[config.mk]
export PLATFORM = sky130hd
export DESIGN_NAME = iq_scheduler
export DESIGN_NICKNAME = d
export VERILOG_FILES = /design/src/rtl/iq_scheduler.sv
export SDC_FILE = /design/constraint.sdc
export NUM_CORES = 2
export LEC_CHECK = 0
export BUFFER_PORTS_ARGS = -buffer_cell sky130_fd_sc_hd__buf_2
export CAP_MARGIN = 25
export CELL_PAD_IN_SITES_DETAIL_PLACEMENT = 1
export CELL_PAD_IN_SITES_GLOBAL_PLACEMENT = 1
export CORE_ASPECT_RATIO = 1.5
export CORE_UTILIZATION = 30
export DETAILED_ROUTE_END_ITERATION = 10
export GPL_TIMING_DRIVEN = 0
export PLACE_DENSITY = 0.57
export SYNTH_ARGS = -nofsm -noshare
export SYNTH_HDL_FRONTEND = slang
export SYNTH_SLANG_ARGS = --single-unit
[constraint.sdc]
create_clock -name clk -period 10.9 [get_ports clk]
set_clock_uncertainty 0.1 [all_clocks]
set_input_delay 1.635 -clock clk [delete_from_list [all_inputs] [get_ports clk]]
set_output_delay 1.635 -clock clk [all_outputs]
set_load 0.05 [all_outputs]
[src/rtl/iq_scheduler.sv]
// Wakeup/select issue queue feeding a single functional unit.
// Entries wait on two source tags, the oldest ready entry is staged in a valid/ready issue register.
module iq_scheduler #(
    parameter  int IQ_SIZE   = 16,
    parameter  int ROB_COUNT = 32,
    parameter  int PAYLOAD_W = 64,
    localparam int RW        = $clog2(ROB_COUNT),
    localparam int CW        = $clog2(IQ_SIZE) + 1
) (
    input  logic                 clk,
    input  logic                 rst,
    input  logic                 alloc_valid_i,
    output logic                 alloc_ready_o,
    input  logic [PAYLOAD_W-1:0] alloc_payload_i,
    input  logic [RW-1:0]        alloc_dest_ptr_i,
    input  logic                 alloc_src0_pending_i,
    input  logic [RW-1:0]        alloc_src0_ptr_i,
    input  logic                 alloc_src1_pending_i,
    input  logic [RW-1:0]        alloc_src1_ptr_i,
    input  logic                 wb_valid_i,
    input  logic [RW-1:0]        wb_rob_ptr_i,
    input  logic                 flush_i,
    output logic                 issue_valid_o,
    input  logic                 issue_ready_i,
    output logic [PAYLOAD_W-1:0] issue_payload_o,
    output logic [RW-1:0]        issue_dest_ptr_o,
    output logic [CW-1:0]        count_o
);

    localparam int            IW   = $clog2(IQ_SIZE);
    localparam logic [CW-1:0] FULL = CW'(IQ_SIZE);

    logic [IQ_SIZE-1:0]   valid_q;
    logic [IQ_SIZE-1:0]   src0_pend_q;
    logic [IQ_SIZE-1:0]   src1_pend_q;
    logic [PAYLOAD_W-1:0] payload_q  [IQ_SIZE];
    logic [RW-1:0]        dest_q     [IQ_SIZE];
    logic [RW-1:0]        src0_ptr_q [IQ_SIZE];
    logic [RW-1:0]        src1_ptr_q [IQ_SIZE];
    // older_q[i][j] set means entry i was allocated before entry j
    logic [IQ_SIZE-1:0]   older_q    [IQ_SIZE];
    logic [CW-1:0]        count_q;

    logic                 issue_valid_q;
    logic [PAYLOAD_W-1:0] issue_payload_q;
    logic [RW-1:0]        issue_dest_q;

    logic [IQ_SIZE-1:0]   ready;
    logic [IQ_SIZE-1:0]   grant;
    logic [IW-1:0]        grant_idx;
    logic [IW-1:0]        free_idx;
    logic                 alloc_fire;
    logic                 issue_fire;
    logic                 bypass0;
    logic                 bypass1;

    assign ready = valid_q & ~src0_pend_q & ~src1_pend_q;

    always_comb begin
        grant = '0;
        for (int i = 0; i < IQ_SIZE; i++) begin
            grant[i] = ready[i];
            for (int j = 0; j < IQ_SIZE; j++) begin
                if (ready[j] && older_q[j][i]) begin
                    grant[i] = 1'b0;
                end
            end
        end
    end

    always_comb begin
        grant_idx = '0;
        for (int i = 0; i < IQ_SIZE; i++) begin
            if (grant[i]) begin
                grant_idx = IW'(i);
            end
        end
    end

    // Descending scan so the lowest free index is the one that sticks
    always_comb begin
        free_idx = '0;
        for (int i = IQ_SIZE - 1; i >= 0; i--) begin
            if (!valid_q[i]) begin
                free_idx = IW'(i);
            end
        end
    end

    assign alloc_ready_o = (count_q < FULL);
    assign alloc_fire    = alloc_valid_i && alloc_ready_o;
    assign issue_fire    = (!issue_valid_q || issue_ready_i) && (|ready);
    assign bypass0       = wb_valid_i && (alloc_src0_ptr_i == wb_rob_ptr_i);
    assign bypass1       = wb_valid_i && (alloc_src1_ptr_i == wb_rob_ptr_i);

    always_ff @(posedge clk) begin
        if (rst || flush_i) begin
            valid_q         <= '0;
            src0_pend_q     <= '0;
            src1_pend_q     <= '0;
            count_q         <= '0;
            issue_valid_q   <= 1'b0;
            issue_payload_q <= '0;
            issue_dest_q    <= '0;
            for (int i = 0; i < IQ_SIZE; i++) begin
                older_q[i] <= '0;
            end
        end else begin
            if (wb_valid_i) begin
                for (int i = 0; i < IQ_SIZE; i++) begin
                    if (valid_q[i] && (src0_ptr_q[i] == wb_rob_ptr_i)) begin
                        src0_pend_q[i] <= 1'b0;
                    end
                    if (valid_q[i] && (src1_ptr_q[i] == wb_rob_ptr_i)) begin
                        src1_pend_q[i] <= 1'b0;
                    end
                end
            end

            if (issue_fire) begin
                valid_q[grant_idx] <= 1'b0;
                issue_valid_q      <= 1'b1;
                issue_payload_q    <= payload_q[grant_idx];
                issue_dest_q       <= dest_q[grant_idx];
            end else if (issue_ready_i) begin
                issue_valid_q <= 1'b0;
            end

            // The free slot is never valid, so it cannot collide with the wakeup or grant writes above
            if (alloc_fire) begin
                valid_q[free_idx]     <= 1'b1;
                src0_pend_q[free_idx] <= alloc_src0_pending_i && !bypass0;
                src1_pend_q[free_idx] <= alloc_src1_pending_i && !bypass1;
                older_q[free_idx]     <= '0;
                for (int j = 0; j < IQ_SIZE; j++) begin
                    older_q[j][free_idx] <= valid_q[j];
                end
            end

            count_q <= count_q + CW'(alloc_fire) - CW'(issue_fire);
        end
    end

    always_ff @(posedge clk) begin
        if (alloc_fire) begin
            payload_q[free_idx]  <= alloc_payload_i;
            dest_q[free_idx]     <= alloc_dest_ptr_i;
            src0_ptr_q[free_idx] <= alloc_src0_ptr_i;
            src1_ptr_q[free_idx] <= alloc_src1_ptr_i;
        end
    end

    assign issue_valid_o    = issue_valid_q;
    assign issue_payload_o  = issue_payload_q;
    assign issue_dest_ptr_o = issue_dest_q;
    assign count_o          = count_q;

endmodule

======== Word level (Yosys, flattened, before mapping) ========
Memory sizes are Yosys's and may differ from the RTL's. A register that Yosys moved wholly into a read port is not among the register bits.
Cells that the tools add are included.
storage, ports and cells
  register bits after elaboration ......... 54
  bits in writable memories ............... 1520
  input bits .............................. 92
  word-level logic and storage cells ...... 1968
  memories kept ........................... 5
cells by class
  add/subtract/negate cells ............... 2
  magnitude comparators ................... 5
  eq/ne operators ......................... 50
  mux-type cells .......................... 583
  bitwise logic cells ..................... 1031
  reduce and logical (&&, ||, !) cells .... 287
memory list
  memory      words  width  read ports  clocked after memory_dff  wr ports  line  RTL
  payload_q   16     64     1           1                         1         36    logic [PAYLOAD_W-1:0] payload_q [IQ_SIZE];
  older_q     16     16     16          0                         17        41    logic [IQ_SIZE-1:0] older_q [IQ_SIZE];
  dest_q      16     5      1           1                         1         37    logic [RW-1:0] dest_q [IQ_SIZE];
  src0_ptr_q  16     5      16          0                         1         38    logic [RW-1:0] src0_ptr_q [IQ_SIZE];
  src1_ptr_q  16     5      16          0                         1         39    logic [RW-1:0] src1_ptr_q [IQ_SIZE];
operators with widths
  operator              count
  $mux W1               539
  $and A1 B1 Y1         512
  $logic_and A1 B1 Y1   280
  $not A1 Y1            256
  $or A1 B1 Y1          256
  $eq A5 B5 Y1          34
  $mux W16              10
  $mux W4               30
  $eq A4 B4 Y1 const B  16
  $and A16 B16 Y16      3
  $not A16 Y16          3
  $bwmux W16            2
  $or A16 B16 Y16       1
  $reduce_or A16 Y1     1
  $lt A4 B5 Y1 const B  2
  $demux W1 S4          2
  $ge A4 B1 Y1 const B  2
  $add A5 B1 Y5         1
  $lt A5 B5 Y1 const B  1
  $sub A5 B1 Y5         1
  $logic_not A1 Y1      3
  $logic_or A1 B1 Y1    2
  $reduce_bool A2 Y1    1

======== Depth between registers and ports, before layout ========
  depth in word-level cells ............... 45
  gate-level depth with buffers ........... 18
  gate-level depth less buffers ........... 15

======== Worst setup path before layout ========
Ideal clock, no wire load.
  path type ............................... input port to flip-flop
  from .................................... in alloc_valid_i
  to ...................................... mem older_q[0][4]
  arrival ................................. 8.956 ns
  data required time ...................... 10.675 ns
  setup slack ............................. 1.719 ns
  stages on the path ...................... 7
  cell sequence ........................... nand2_1 -> nor2_1 -> nand2_1 -> nor3_1 -> nor2_1 -> clkbuf_1 -> o21a_1
RTL lines
  what         line  RTL
  from (decl)  12    input logic alloc_valid_i,
  to (decl)    41

======== Worst setup path in the final report ========
  from .................................... reg src0_pend_q[7]
  to ...................................... reg valid_q[7]
between the ends
  longest elaborated chain between the ends .. 38
ends and longest elaborated chain
  what                                                                       line    RTL
  from (decl)                                                                34      logic [IQ_SIZE-1:0] src0_pend_q;
  from (signal, indexed assignment)                                          132     src0_pend_q[free_idx] <= alloc_src0_pending_i && !bypass0;
  $not A16 Y16 (*)                                                           57      assign ready = valid_q & ~src0_pend_q & ~src1_pend_q;
  $and A16 B16 Y16 (*) (2 in a row)                                          57
  $mux W1 / $logic_and A1 B1 Y1 (equally long branches)                      64      if (ready[j] && older_q[j][i]) begin
  $mux W1 (9 in a row)                                                       64
  $mux W1 (on tied branches)                                                 64, 74
  $mux W1 / $mux W4 (equally long branches) (5 in a row)                     64, 74
  $mux W4 (9 in a row)                                                       74      if (grant[i]) begin
  $lt A4 B5 Y1 (implied by the code) / $ge A4 B1 Y1 (equally long branches)  121     valid_q[grant_idx] <= 1'b0;
  $logic_and A1 B1 Y1 (implied by the code)                                  121
  $mux W1 (implied by the code)                                              121
  $demux W1 S4                                                               121
  $not A16 Y16 (no line)                                                     -
  $and A16 B16 Y16 (no line)                                                 -
  $mux W16 (*)                                                               120     if (issue_fire) begin
  $mux W16 (*)                                                               97      if (rst || flush_i) begin
  $or A16 B16 Y16 (no line)                                                  -
  $mux W16 (*)                                                               130     if (alloc_fire) begin
  to (signal assigned)                                                       98      valid_q <= '0;
  to (signal, indexed assignment)                                            121
  to (signal, indexed assignment)                                            131     valid_q[free_idx] <= 1'b1;
  to (decl)                                                                  33      logic [IQ_SIZE-1:0] valid_q;
Every way passes the cells marked *; elsewhere a longest branch is shown, timed or not. The select of a mux whose other input is x is not followed.
A chain may end at the register's enable or synchronous reset.

==> run summary <==
setup slack, reg-to-reg: 4.68 ns
final hold vios: 0
most frequent cells in the layout: edfxtp_1, nand2_1, dfxtp_1
# rows: 207
drc violations: 0
max-slew violations: 0
full die area: 216,000 sq um
hold_sp: older_q[13][13]
register share of total power: 51.6%
vias per cell: 5.38
Vias: 43,200
CTS tree: built
Area contributors post-synth: edfxtp_1, dfxtp_1, mux2i_1
DR WL/cell: 32.4 microns
Leak Pwr: 24.8 nW
final period utilization: 57.1%
R2R depth: 12
clock tree buffer depth: 4
CP Data Arrival Time: 6.77 ns
top-area cell type share of the netlist area: 59.2%
commonest non-fill, non-tap cell in the layout: edfxtp_1
RSZ-0062 raised after global routing: no
# resized after CTS: 0
combinational power share: 4.1%
CP max stage delay: 0.88 ns
Post-synth top flop: edfxtp_1
Max Cap Violations: 0
worst reg2reg startpoint: src0_pend_q[7]
type of the most critical hold path: reg2reg
Root Buffer: clkbuf_16
core area: 212,000 sq um
hold worst-path end: older_q[13][13]
CP max FO: 10
Seq/Total Area, Yosys: 70.5%
Crit Path Class: reg2reg
syn nets: 4,695
clock power share: 44.2%
initial antenna violation count: 36
startpoint types: flip-flop
actual slew at the worst max-slew pin: 1.23 ns
dpl hpwl: 188 mm
# setup viols final: 0
worst rel slew slack: 17.1%
Mapped Avg Cell Area: 14.0 sq um
CP dominant cell by count: clkbuf_1
Final ANT Viol Nets: 0
area leader, netlist: edfxtp_1
clock sink count: 1,627
Worst-path clk slew: 0.07 ns
die width: 380 microns
Yosys cell types: 80
internal power: 0.0101 W
outcome: finished clean
GP Congestion: 0.969
CP Cell Sequence: clkbuf_1 > nor4bb_1 > a2111oi_0 > nand4_2 > o211ai_2 > o311ai_2 > nand2_4 > buf_2 > clkbuf_1 > nand3_1 > o21ai_0 > a21oi_1
pin count of the biggest net entering global routing: 54
Worst EP required: 11.45 ns
Tot GR Track Use: 23.5%
Clock Latency Late Sink: 0.82 ns
CP Capture Type: flip-flop
global-route wire length before repair: 356 mm
Setup TNS Final: 0 ns
fin crit period: 6.22 ns
Post-Synthesis Cells: 4,597
global route overflow: 0
Detailed Route WL: 260 mm
TritonCTS buffer count: 172
H-tree depth: 4
layout cells sized above 1: 14.1%
Synth async-reset ratio: 0%
hold path cells: 2
fin nets: 5,161
CP max-delay cell: a2111oi_0
drt initial violations: 3,402
drt first pass iters: 6
port bufs: 161
worst r2r dst: valid_q[7]
Yosys warning count: 0
Hold Buf Count CTS: 0
Chip Height: 568 microns
synthesized area: 64,200 sq um
I/O pin count: 168
Peak VDD IR: 0.133 mV
post-CTS setup buffers: 0
vias in the first global route: 44,500
Initial Utilization: 30.2%
Sw Pwr: 0.00297 W
Layout Utilization: 35.8%
Max Fclk: 161 MHz
Yosys reg bits: 1,627
Post-synth EDFFs: 1,264
Power Dens Cells: 172 nW/um^2
Sw Share: 22.7%
Area growth, synth to finish: 18.4%
[state kept, by name, summed over array words and instances, names as in the netlist]
| name | flops |
|---|---|
| src0_pend_q | 16 |
| older_q | 240 |
| issue_dest_ptr_o | 5 |
| src0_ptr_q | 80 |
| valid_q | 16 |
| count_o | 5 |
| src1_ptr_q | 80 |
| issue_payload_o | 64 |
| src1_pend_q | 16 |
| dest_q | 80 |
| payload_q | 1024 |
| issue_valid_o | 1 |
[power by group through the flow]
| stage | combinational, W | clock (W) | sequential (W) |
|---|---|---|---|
| 6_report | 0.000541 | 0.00579 | 0.00676 |
| 5_1_grt | 0.000567 | 0.00608 | 0.00676 |
| 4_1_cts | 0.000544 | 0.00587 | 0.00676 |
| 3_5_place_dp | 0.000542 | 0 | 0.00689 |
| 3_3_place_gp | 0.000503 | 0 | 0.00691 |
| 2_1_floorplan | 0.000206 | 0 | 0.00693 |
[cell type report]
type	instances	area, sq um
antenna	6	15.0
buffer	317	1560
clock buffer	227	4690
clock inverter	82	681
fill	22400	136000
inverter	29	109
multi-input combinational	2624	17400
sequential	1627	45200
tap	2821	3530
timing repair buffer	292	2780
[worst max-delay path: cells and delay by family, from the launching register on]
family	cells	cell delay (ns)
buf+inv	3	1.79
simple gates	4	1.35
compound gates	5	2.14
flops	1	0.61
[metrics by stage]
stage	instance area, sq um	hold slack [ns]	instances	total power, W	setup WS [ns]
final	76000	0.327	8025	0.0131	4.68
after global routing	75900	0.358	8020	0.0134	4.77
after CTS	75900	0.334	8012	0.0132	4.73
after detailed placement	70500	0.326	7703	0.00743	4.79
after global placement	68500	0.314	7579	0.00741	-9.83
after floorplan	64200	0.303	4597	0.00714	1.72
[layer usage]
metal / global-route usage [%] / share of wire, % / up-vias
li1: - / - / 18500
met1: 26.3 / 37 / 22500
met2: 42.3 / 51 / 1541
met3: 3.46 / 5.0 / 619
met4: 13.9 / 6.7 / 36
met5: 0 / 0.088 / -
[cell usage after synthesis, types with 86 or more instances]
| cell type | instances |
|---|---|
| edfxtp_1 | 1264 |
| nand2_1 | 496 |
| dfxtp_1 | 363 |
| a21oi_1 | 341 |
| mux2i_1 | 335 |
| nor2_1 | 215 |
| clkbuf_1 | 167 |
| nor4bb_1 | 165 |
| o21ai_0 | 139 |
| xnor2_1 | 89 |
| buf_2 | 88 |
| o22ai_1 | 86 |
[logic make-up (layout without fill, tap and decap cells)]
family / Yosys count / in the layout / synth area share (%)
flops: 1627 / 1627 / 70.5
xor+xnor: 174 / 174 / 2.38
buf+inv: 346 / 947 / 2.55
simple gates: 1217 / 1217 / 10.2
mux: 343 / 343 / 5.52
other cells: 0 / 6 / 0
fa+ha+maj: 6 / 6 / 0.129
compound gates: 884 / 884 / 8.75
[how the worst max path moves through the flow]
stage / slack, ns / cells after the start / to / from
CTS: 4.73 / 13 / valid_q[8] / valid_q[11]
global placement: -9.83 / 11 / older_q[0][6] / valid_q[7]
floorplan: 1.72 / 7 / older_q[0][4] / alloc_valid_i
global route: 4.77 / 13 / valid_q[10] / valid_q[11]
finish: 4.68 / 12 / valid_q[7] / src0_pend_q[7]
detailed placement: 4.79 / 13 / valid_q[8] / valid_q[11]
Power figures use the tool's default switching activity.
